--- src/rtl/seq_det_prog_if.sv ---
// Serial-stream, configuration and result signals of the programmable sequence detector.
interface seq_det_prog_if #(
  parameter int MAX_LEN = 8,
  parameter int LEN_W   = $clog2(MAX_LEN + 1),
  parameter int CNT_W   = 8
);
  logic               ip;
  logic               ip_vld;
  logic               ovl;
  logic               cfg_we;
  logic [LEN_W-1:0]   cfg_len;
  logic [MAX_LEN-1:0] cfg_pat;
  logic               cnt_clr;
  logic               op;
  logic [CNT_W-1:0]   match_cnt;
  logic               cfg_err;

  modport master (
    output ip, ip_vld, ovl, cfg_we, cfg_len, cfg_pat, cnt_clr,
    input  op, match_cnt, cfg_err
  );

  modport slave (
    input  ip, ip_vld, ovl, cfg_we, cfg_len, cfg_pat, cnt_clr,
    output op, match_cnt, cfg_err
  );
endinterface

--- src/rtl/seq_det_prog.sv ---
// Programmable 1..MAX_LEN bit serial sequence detector with saturating match counter.
// Optional macro SEQ_DET_PROG_REG_OP_EN registers op (one cycle later than the Mealy output).
module seq_det_prog #(
  parameter int                 MAX_LEN = 8,
  parameter int                 LEN_W   = $clog2(MAX_LEN + 1),
  parameter int                 CNT_W   = 8,
  parameter logic [MAX_LEN-1:0] RST_PAT = MAX_LEN'(8'b0000_0110),
  parameter int                 RST_LEN = 5
) (
  input logic          clk,
  input logic          rstn,
  seq_det_prog_if.slave bus
);

  localparam logic [LEN_W:0] ONE_L = (LEN_W + 1)'(1);

  // The oldest history bit never takes part in a compare, so only MAX_LEN-1 bits are kept.
  logic [MAX_LEN-2:0] win;
  logic [MAX_LEN-1:0] pat;
  logic [MAX_LEN-1:0] mask;
  logic [MAX_LEN-1:0] cand;
  logic [LEN_W-1:0]   len;
  logic [LEN_W-1:0]   fill;
  logic [CNT_W-1:0]   cnt;
  logic               cfg_err_r;
  logic               consume;
  logic               len_ok;
  logic               enough;
  logic               hit;

  function automatic logic [CNT_W-1:0] sat_inc_cnt(input logic [CNT_W-1:0] v);
    return (&v) ? v : v + CNT_W'(1);
  endfunction

  function automatic logic [LEN_W-1:0] sat_inc_fill(input logic [LEN_W-1:0] v);
    return (v >= LEN_W'(MAX_LEN)) ? LEN_W'(MAX_LEN) : v + LEN_W'(1);
  endfunction

  assign consume = bus.ip_vld && !bus.cfg_we;
  assign cand    = {win, bus.ip};
  assign len_ok  = (bus.cfg_len != '0) && (bus.cfg_len <= LEN_W'(MAX_LEN));
  assign enough  = ({1'b0, fill} + ONE_L) >= {1'b0, len};

  always_comb begin
    mask = '0;
    for (int i = 0; i < MAX_LEN; i++) begin
      mask[i] = (i < int'(len));
    end
  end

  assign hit = consume && enough && (((cand ^ pat) & mask) == '0);

  // State update: history, fill level, active configuration, counter
  always_ff @(posedge clk or negedge rstn) begin
    if (!rstn) begin
      win       <= '0;
      fill      <= '0;
      pat       <= RST_PAT;
      len       <= LEN_W'(RST_LEN);
      cnt       <= '0;
      cfg_err_r <= 1'b0;
    end else begin
      cfg_err_r <= bus.cfg_we && !len_ok;
      if (bus.cfg_we) begin
        fill <= '0;
        if (len_ok) begin
          pat <= bus.cfg_pat;
          len <= bus.cfg_len;
        end
      end else if (bus.ip_vld) begin
        win  <= cand[MAX_LEN-2:0];
        fill <= (hit && !bus.ovl) ? '0 : sat_inc_fill(fill);
      end
      if (bus.cnt_clr) begin
        cnt <= '0;
      end else if (hit) begin
        cnt <= sat_inc_cnt(cnt);
      end
    end
  end

  assign bus.match_cnt = cnt;
  assign bus.cfg_err   = cfg_err_r;

`ifdef SEQ_DET_PROG_REG_OP_EN
  logic op_r;

  // Output stage: op delayed one cycle behind the final pattern bit
  always_ff @(posedge clk or negedge rstn) begin
    if (!rstn) begin
      op_r <= 1'b0;
    end else begin
      op_r <= hit;
    end
  end

  assign bus.op = op_r;
`else
  assign bus.op = hit;
`endif

endmodule
--- src/flat_wrapper.sv ---
// flat-port wrapper written by rule: the top's interface ports become plain ports
module seq_det_prog_flat 
#(
  parameter int                 MAX_LEN = 8,
  parameter int                 LEN_W   = $clog2(MAX_LEN + 1),
  parameter int                 CNT_W   = 8,
  parameter logic [MAX_LEN-1:0] RST_PAT = MAX_LEN'(8'b0000_0110),
  parameter int                 RST_LEN = 5
)
  (clk, rstn, bus_ip, bus_ip_vld, bus_ovl, bus_cfg_we, bus_cfg_len, bus_cfg_pat, bus_cnt_clr, bus_op, bus_match_cnt, bus_cfg_err);
  seq_det_prog_if #(.MAX_LEN(MAX_LEN), .LEN_W(LEN_W), .CNT_W(CNT_W)) bus_i ();
  input logic clk;
  input logic rstn;
  input wire logic [$bits(bus_i.ip)-1:0] bus_ip;
  input wire logic [$bits(bus_i.ip_vld)-1:0] bus_ip_vld;
  input wire logic [$bits(bus_i.ovl)-1:0] bus_ovl;
  input wire logic [$bits(bus_i.cfg_we)-1:0] bus_cfg_we;
  input wire logic [$bits(bus_i.cfg_len)-1:0] bus_cfg_len;
  input wire logic [$bits(bus_i.cfg_pat)-1:0] bus_cfg_pat;
  input wire logic [$bits(bus_i.cnt_clr)-1:0] bus_cnt_clr;
  output wire logic [$bits(bus_i.op)-1:0] bus_op;
  output wire logic [$bits(bus_i.match_cnt)-1:0] bus_match_cnt;
  output wire logic [$bits(bus_i.cfg_err)-1:0] bus_cfg_err;
  assign bus_i.ip = bus_ip;
  assign bus_i.ip_vld = bus_ip_vld;
  assign bus_i.ovl = bus_ovl;
  assign bus_i.cfg_we = bus_cfg_we;
  assign bus_i.cfg_len = bus_cfg_len;
  assign bus_i.cfg_pat = bus_cfg_pat;
  assign bus_i.cnt_clr = bus_cnt_clr;
  assign bus_op = bus_i.op;
  assign bus_match_cnt = bus_i.match_cnt;
  assign bus_cfg_err = bus_i.cfg_err;
  seq_det_prog #(.MAX_LEN(MAX_LEN), .LEN_W(LEN_W), .CNT_W(CNT_W), .RST_PAT(RST_PAT), .RST_LEN(RST_LEN)) u_core (.clk(clk), .rstn(rstn), .bus(bus_i));
endmodule
--- config.mk ---
export PLATFORM = sky130hd
export DESIGN_NAME = seq_det_prog_flat
export DESIGN_NICKNAME = d
export VERILOG_FILES = /design/src/rtl/seq_det_prog_if.sv /design/src/rtl/seq_det_prog.sv /design/src/flat_wrapper.sv
export SDC_FILE = /design/constraint.sdc
export NUM_CORES = 1
export LEC_CHECK = 0
export ABC_AREA = 0
export BUFFER_PORTS_ARGS = -buffer_cell sky130_fd_sc_hd__buf_4
export CORE_AREA = 3 3 58 60
export CTS_CLUSTER_SIZE = 30
export DETAILED_ROUTE_END_ITERATION = 7
export DIE_AREA = 0 0 61 63
export GPL_TIMING_DRIVEN = 1
export PLACE_DENSITY = 0.93
export SYNTH_ARGS = -nofsm -noshare
export SYNTH_HDL_FRONTEND = slang
export SYNTH_SLANG_ARGS = --single-unit
--- constraint.sdc ---
create_clock -name clk -period 3.8 [get_ports clk]
set_clock_uncertainty 0.05 [all_clocks]
set_input_delay 0.57 -clock clk [delete_from_list [all_inputs] [get_ports clk]]
set_output_delay 0.57 -clock clk [all_outputs]
set_load 0.02 [all_outputs]
# ---- Yosys cells after proc, flatten, opt, wreduce, memory -nomap -nowiden
# Index checks and enable logic that the tools add are counted.
dict set report totals {
  regBits 32
  input_bits 19
  word_cells 48
}
dict set report classes {
  addsub 3
  magnitude_cmp 11
  eq_ne 1
  mux 7
  bitwise 3
  reduce_logical 17
}
# cell count
set ops {}
lappend ops {{$mux W8} 3}
lappend ops {{$lt A3 B4 Y1 const A} 4}
lappend ops {{$mux W4} 4}
lappend ops {{$add A8 B1 Y8 const B} 1}
lappend ops {{$and A8 B8 Y8} 1}
lappend ops {{$logic_not A8 Y1} 1}
lappend ops {{$lt A1 B4 Y1 const A} 2}
lappend ops {{$lt A2 B4 Y1 const A} 2}
lappend ops {{$reduce_and A8 Y1} 1}
lappend ops {{$xor A8 B8 Y8} 1}
lappend ops {{$logic_and A1 B1 Y1} 6}
lappend ops {{$reduce_and A2 Y1} 3}
lappend ops {{$add A4 B1 Y5 const B} 1}
lappend ops {{$ge A5 B4 Y1} 1}
lappend ops {{$add A4 B1 Y4 const B} 1}
lappend ops {{$ge A4 B4 Y1 const B} 1}
lappend ops {{$le A4 B4 Y1 const B} 1}
lappend ops {{$reduce_bool A2 Y1} 2}
lappend ops {{$reduce_bool A4 Y1} 1}
lappend ops {{$logic_not A1 Y1} 3}
lappend ops {{$ne A2 B2 Y1 const B} 1}
lappend ops {{$not A1 Y1} 1}

# ---- Longest topological paths before layout
dict set report depth {
  ltp_word 8
  depth_mapped 10
  ltp_nobuf 9
}

# ---- Worst setup path before layout
# Ideal clock, no wire load.
dict set report synth_timing {
  path_kind {reg2out}
  from {reg u_core.fill[0]}
  to {out bus_op}
  t_arrival_ns 1.785
  t_required_ns 3.180
  slack_ns 1.395
  stages_incl_launch_ff 9
  path_buffers 1
  path_cell_list {dfrtp_1 ha_1 xor2_1 ha_1 o21ai_0 o21ai_0 nand4b_2 buf_6 inv_1}
}
dict set report synth_between {
  elab_chain_cells 4
}
# item line_no
set synth_rtl {}
lappend synth_rtl {{start, declared} seq_det_prog.sv:23} ;# logic [LEN_W-1:0] fill;
lappend synth_rtl {{start signal, assigned} seq_det_prog.sv:72} ;# fill <= (hit && !bus.ovl) ? '0 : sat_inc_fill(fill);
lappend synth_rtl {{$add A4 B1 Y5} seq_det_prog.sv:42} ;# assign enough = ({1'b0, fill} + ONE_L) >= {1'b0, len};
lappend synth_rtl {{$ge A5 B4 Y1} seq_det_prog.sv:42}
lappend synth_rtl {{$logic_and A1 B1 Y1 (2 in a row)} seq_det_prog.sv:51} ;# assign hit = consume && enough && (((cand ^ pat) & mask) == '0);
lappend synth_rtl {{end, declared} flat_wrapper.sv:21} ;# output wire logic [$bits(bus_i.op)-1:0] bus_op;
# No other way between the ends.

# ---- Worst setup path after layout
# Ends and elaborated chain as after synthesis.

==> results.md <==
* Routed Antenna Nets at 0
* Final Critical Period at 3010 ps
* Highest clock rate at roughly 330 MHz
* Top cell type's share of synthesized area at 41.2%
* Slew HR at a little over two thirds
* Met1 WL at about 1.5 mm
* CTS tree: built
* Yosys reg bits at 32
* IO Pins at 29
* Final Cycle Share at about four fifths
* Vias in the first global route at 1368
* Top post-synthesis cells by area: dfrtp_1 41%, mux2_2 14%, dfstp_2 6.2%
* First-pass GRT wire length at 6.24 mm
* Post-cts sizing count at 0
* Cell Pwr Density at ~420 mW/mm²
* Die Span Y at around 63 µm
* Post-DP HPWL at about 2.6 mm
* Endpoints failing setup at 0
* Crit. End Element: output pin
* RSZ-0062 raised after global routing: false
* Register Area at roughly 810 µm²
* N_diodes at 0
* Fillers at about 230
* Sw Ratio at approximately 30%
* RePlAce Congestion at about 0.85
* Final wirelength at about 3.5 mm
* Crit start category: register
* Layout cells sized above 1 at 34.0%
* Area growth from synthesis to layout at 16.9%
* Placement Setup Slack at 1140 ps
* Total global routing overflow at 0
* Final Net Count at ~210
* Critical path class: register to output pin
* DRC at 0
* Cell taking the most area after synthesis: dfrtp_1
* Drt first-iter violations at 81
* Seq pwr share at 54.2%
* Total CTS buffers at 5
* Final Instance Area at 0.00199 mm²
* Met3 routed WL at ~140 µm
* Port bufs at 28
* Actual slew at the worst max-slew pin at 455 ps
* CTS Root Buffer Type: clkbuf_4
* Detailed-route vias per instance at 5.89
* Die W at ~61 µm
* Netlist cell types at 35
* Routed wire per std cell at approximately 16 µm
* Syn Area/Cell at between 10 and 15 µm²
* CP cell instances: ha_1 > xor2_1 > ha_1 > o21ai_0 > o21ai_0 > nand4b_2 > inv_1 > buf_4
* GRT Total Usage at between 20 and 25%
* Outcome: finished, final reports clean
* Count leader, synth: dfrtp_1
* EDFF count, synth at 0
* Clk buf depth at 2
* Asr flop ratio synth at 100%
* Worst path slowest cell: dfrtp_1
* Synth Net Count at ~180
* Reg clk slew, reported paths at ~100 ps
* Fin. Hold Viols at 0
* Pin count of the biggest net entering global routing at 33
* CP required at approximately 3200 ps
* Post-CTS Hold Buffers at 0
* VDD IR-drop max at roughly 0.27 mV
* PnR worst setup slack at a little under 800 ps
* Synthesized area at 0.00170 mm²
* Worst path arrival time at approximately 2400 ps
* Critical Path Max Stage Delay at between 400 and 500 ps
* Top FF cell, synth: dfrtp_1
* Clock Latency Late Sink at 330 ps
* Clk network pwr share at between 20% and 30%
* Syn Inst Count at roughly 160
* Met2 routed WL at about 1.8 mm
* TNS Setup at 0 ps
* H-tree Lvls at 2
* Highest Signal Layer: met4
* Max Slew Vio Count at 0
* Max Cap Viol at 0
* Psw at approximately 0.00025 W
* Worst Path Max Fanout at 13
* Core area at a little under 0.003 mm²
* Logic gate share of total power at 23.3%
* Tightest Hold Check Type: primary input to asynchronous set/reset pin
* Initial antenna violation count at 0
* Area of the multi-input gates at roughly 840 µm²
* Via count of the routed design at about 1300
* Pleak at approximately 0.9 nW
* Syn. warnings at 0
* Dpl cell area at 0.00193 mm²
* Die area at 0.00384 mm²
* Commonest cells post-synth: 28 x dfrtp_1, 21 x mux2_2, 10 x a21oi_1, 9 x inv_1, 8 x nor2_1
* DRT Pass-1 Iters at 4
* Int Pwr at ~0.00058 W
* Sink Count at 32
* Starting density of the core at a little under three fifths
* Core Rows at 20
* Number of setup buffers added after CTS at 0
* Seq/Total Area, Yosys at between 40 and 50%
-- flip-flops by register name, summed over array words and instances (netlist names) --
register              cells
u_core.fill               4
u_core.len                4
u_core.bus.cfg_err        1
u_core.pat                8
u_core.win                7
u_core.bus.match_cnt      8
-- power groups by stage --
stage                     registers, W  logic, W  clock network (W)
after global placement        0.000452  0.000185                  0
after global routing          0.000459  0.000221           0.000214
after CTS                     0.000450  0.000195           0.000192
after detailed placement      0.000457  0.000194                  0
after floorplan               0.000445  0.000143                  0
final                         0.000451  0.000194           0.000187
-- per-stage QoR --
stage	std cells	total power, W	utilization (%)	hold slack (ps)
after floorplan	155	0.000589	-	224
after global placement	213	0.000637	64.9	460
after detailed placement	213	0.000651	64.9	469
after CTS	221	0.000837	66.7	113
after global routing	221	0.000894	66.7	108
final	221	0.000832	66.7	105
-- logic make-up after synthesis --
family	Yosys count	synth area share [%]
XOR/XNOR	11	5.67
flip-flops	32	47.4
multiplexers	21	13.9
adder cells (fa/ha/maj)	7	5.15
AND/OR/NAND/NOR	43	14.3
buffers and inverters	12	3.09
AO/OA/AOI/OAI	29	10.5
-- layout by cell type, fill, tap and decap left out, types with 3 or more instances in the layout --
master,synthesis,final
mux2_2,21,21
a21oi_1,10,10
xor2_1,5,5
nor3_1,5,5
or3_1,4,4
nor2_1,8,8
buf_4,0,28
nand2_1,7,7
inv_1,9,9
nor2b_1,3,3
xnor2_1,6,6
ha_1,7,7
clkbuf_4,0,5
nand3_1,5,5
dfrtp_1,28,28
dfstp_2,4,4
o21ai_0,7,7
-- routing by layer --
layer	vias to the layer above	global-route usage [%]
met1	641	27.1
met2	28	33.4
li1	624	-
met4	0	7.05
met3	8	8.06
met5	-	0
-- path summary, 6_finish.rpt --
path                                            start                                   to  slack (ps)  cells past startpoint
setup reg to reg           u_core.fill[0]$_DFFE_PN0P_  u_core.bus.match_cnt[5]$_DFFE_PN0P_        1190                      8
min in group clk                       bus_cfg_len[2]            u_core.len[3]$_DFFE_PN0P_         390                      2
max in group asynchronous                        rstn            u_core.pat[2]$_DFFE_PN1P_        3250                      1
hold / removal                                   rstn  u_core.bus.match_cnt[5]$_DFFE_PN0P_         100                      1
hold reg to reg             u_core.pat[7]$_DFFE_PN0P_            u_core.pat[7]$_DFFE_PN0P_         490                      1
setup / recovery           u_core.fill[0]$_DFFE_PN0P_                               bus_op         790                      8
-- cell type report --
| type | count | area share, % |
|---|---|---|
| clock inverters | 2 | 0.630 |
| inverters | 9 | 1.70 |
| well taps | 33 | 2.08 |
| flip-flops and latches | 32 | 40.6 |
| repair buffers | 28 | 10.6 |
| clock buffers | 6 | 2.08 |
| multi-input cells | 111 | 42.4 |
-- worst max-delay path: cells and delay by family (launching register included) --
family / cells / cell delay, ps
adder cells (fa/ha/maj): 2 / 540
flip-flops: 1 / 450
buffers and inverters: 2 / 350
AND/OR/NAND/NOR: 1 / 300
AO/OA/AOI/OAI: 2 / 250
XOR/XNOR: 1 / 180
No activity file was read; power rests on OpenSTA's default activity.
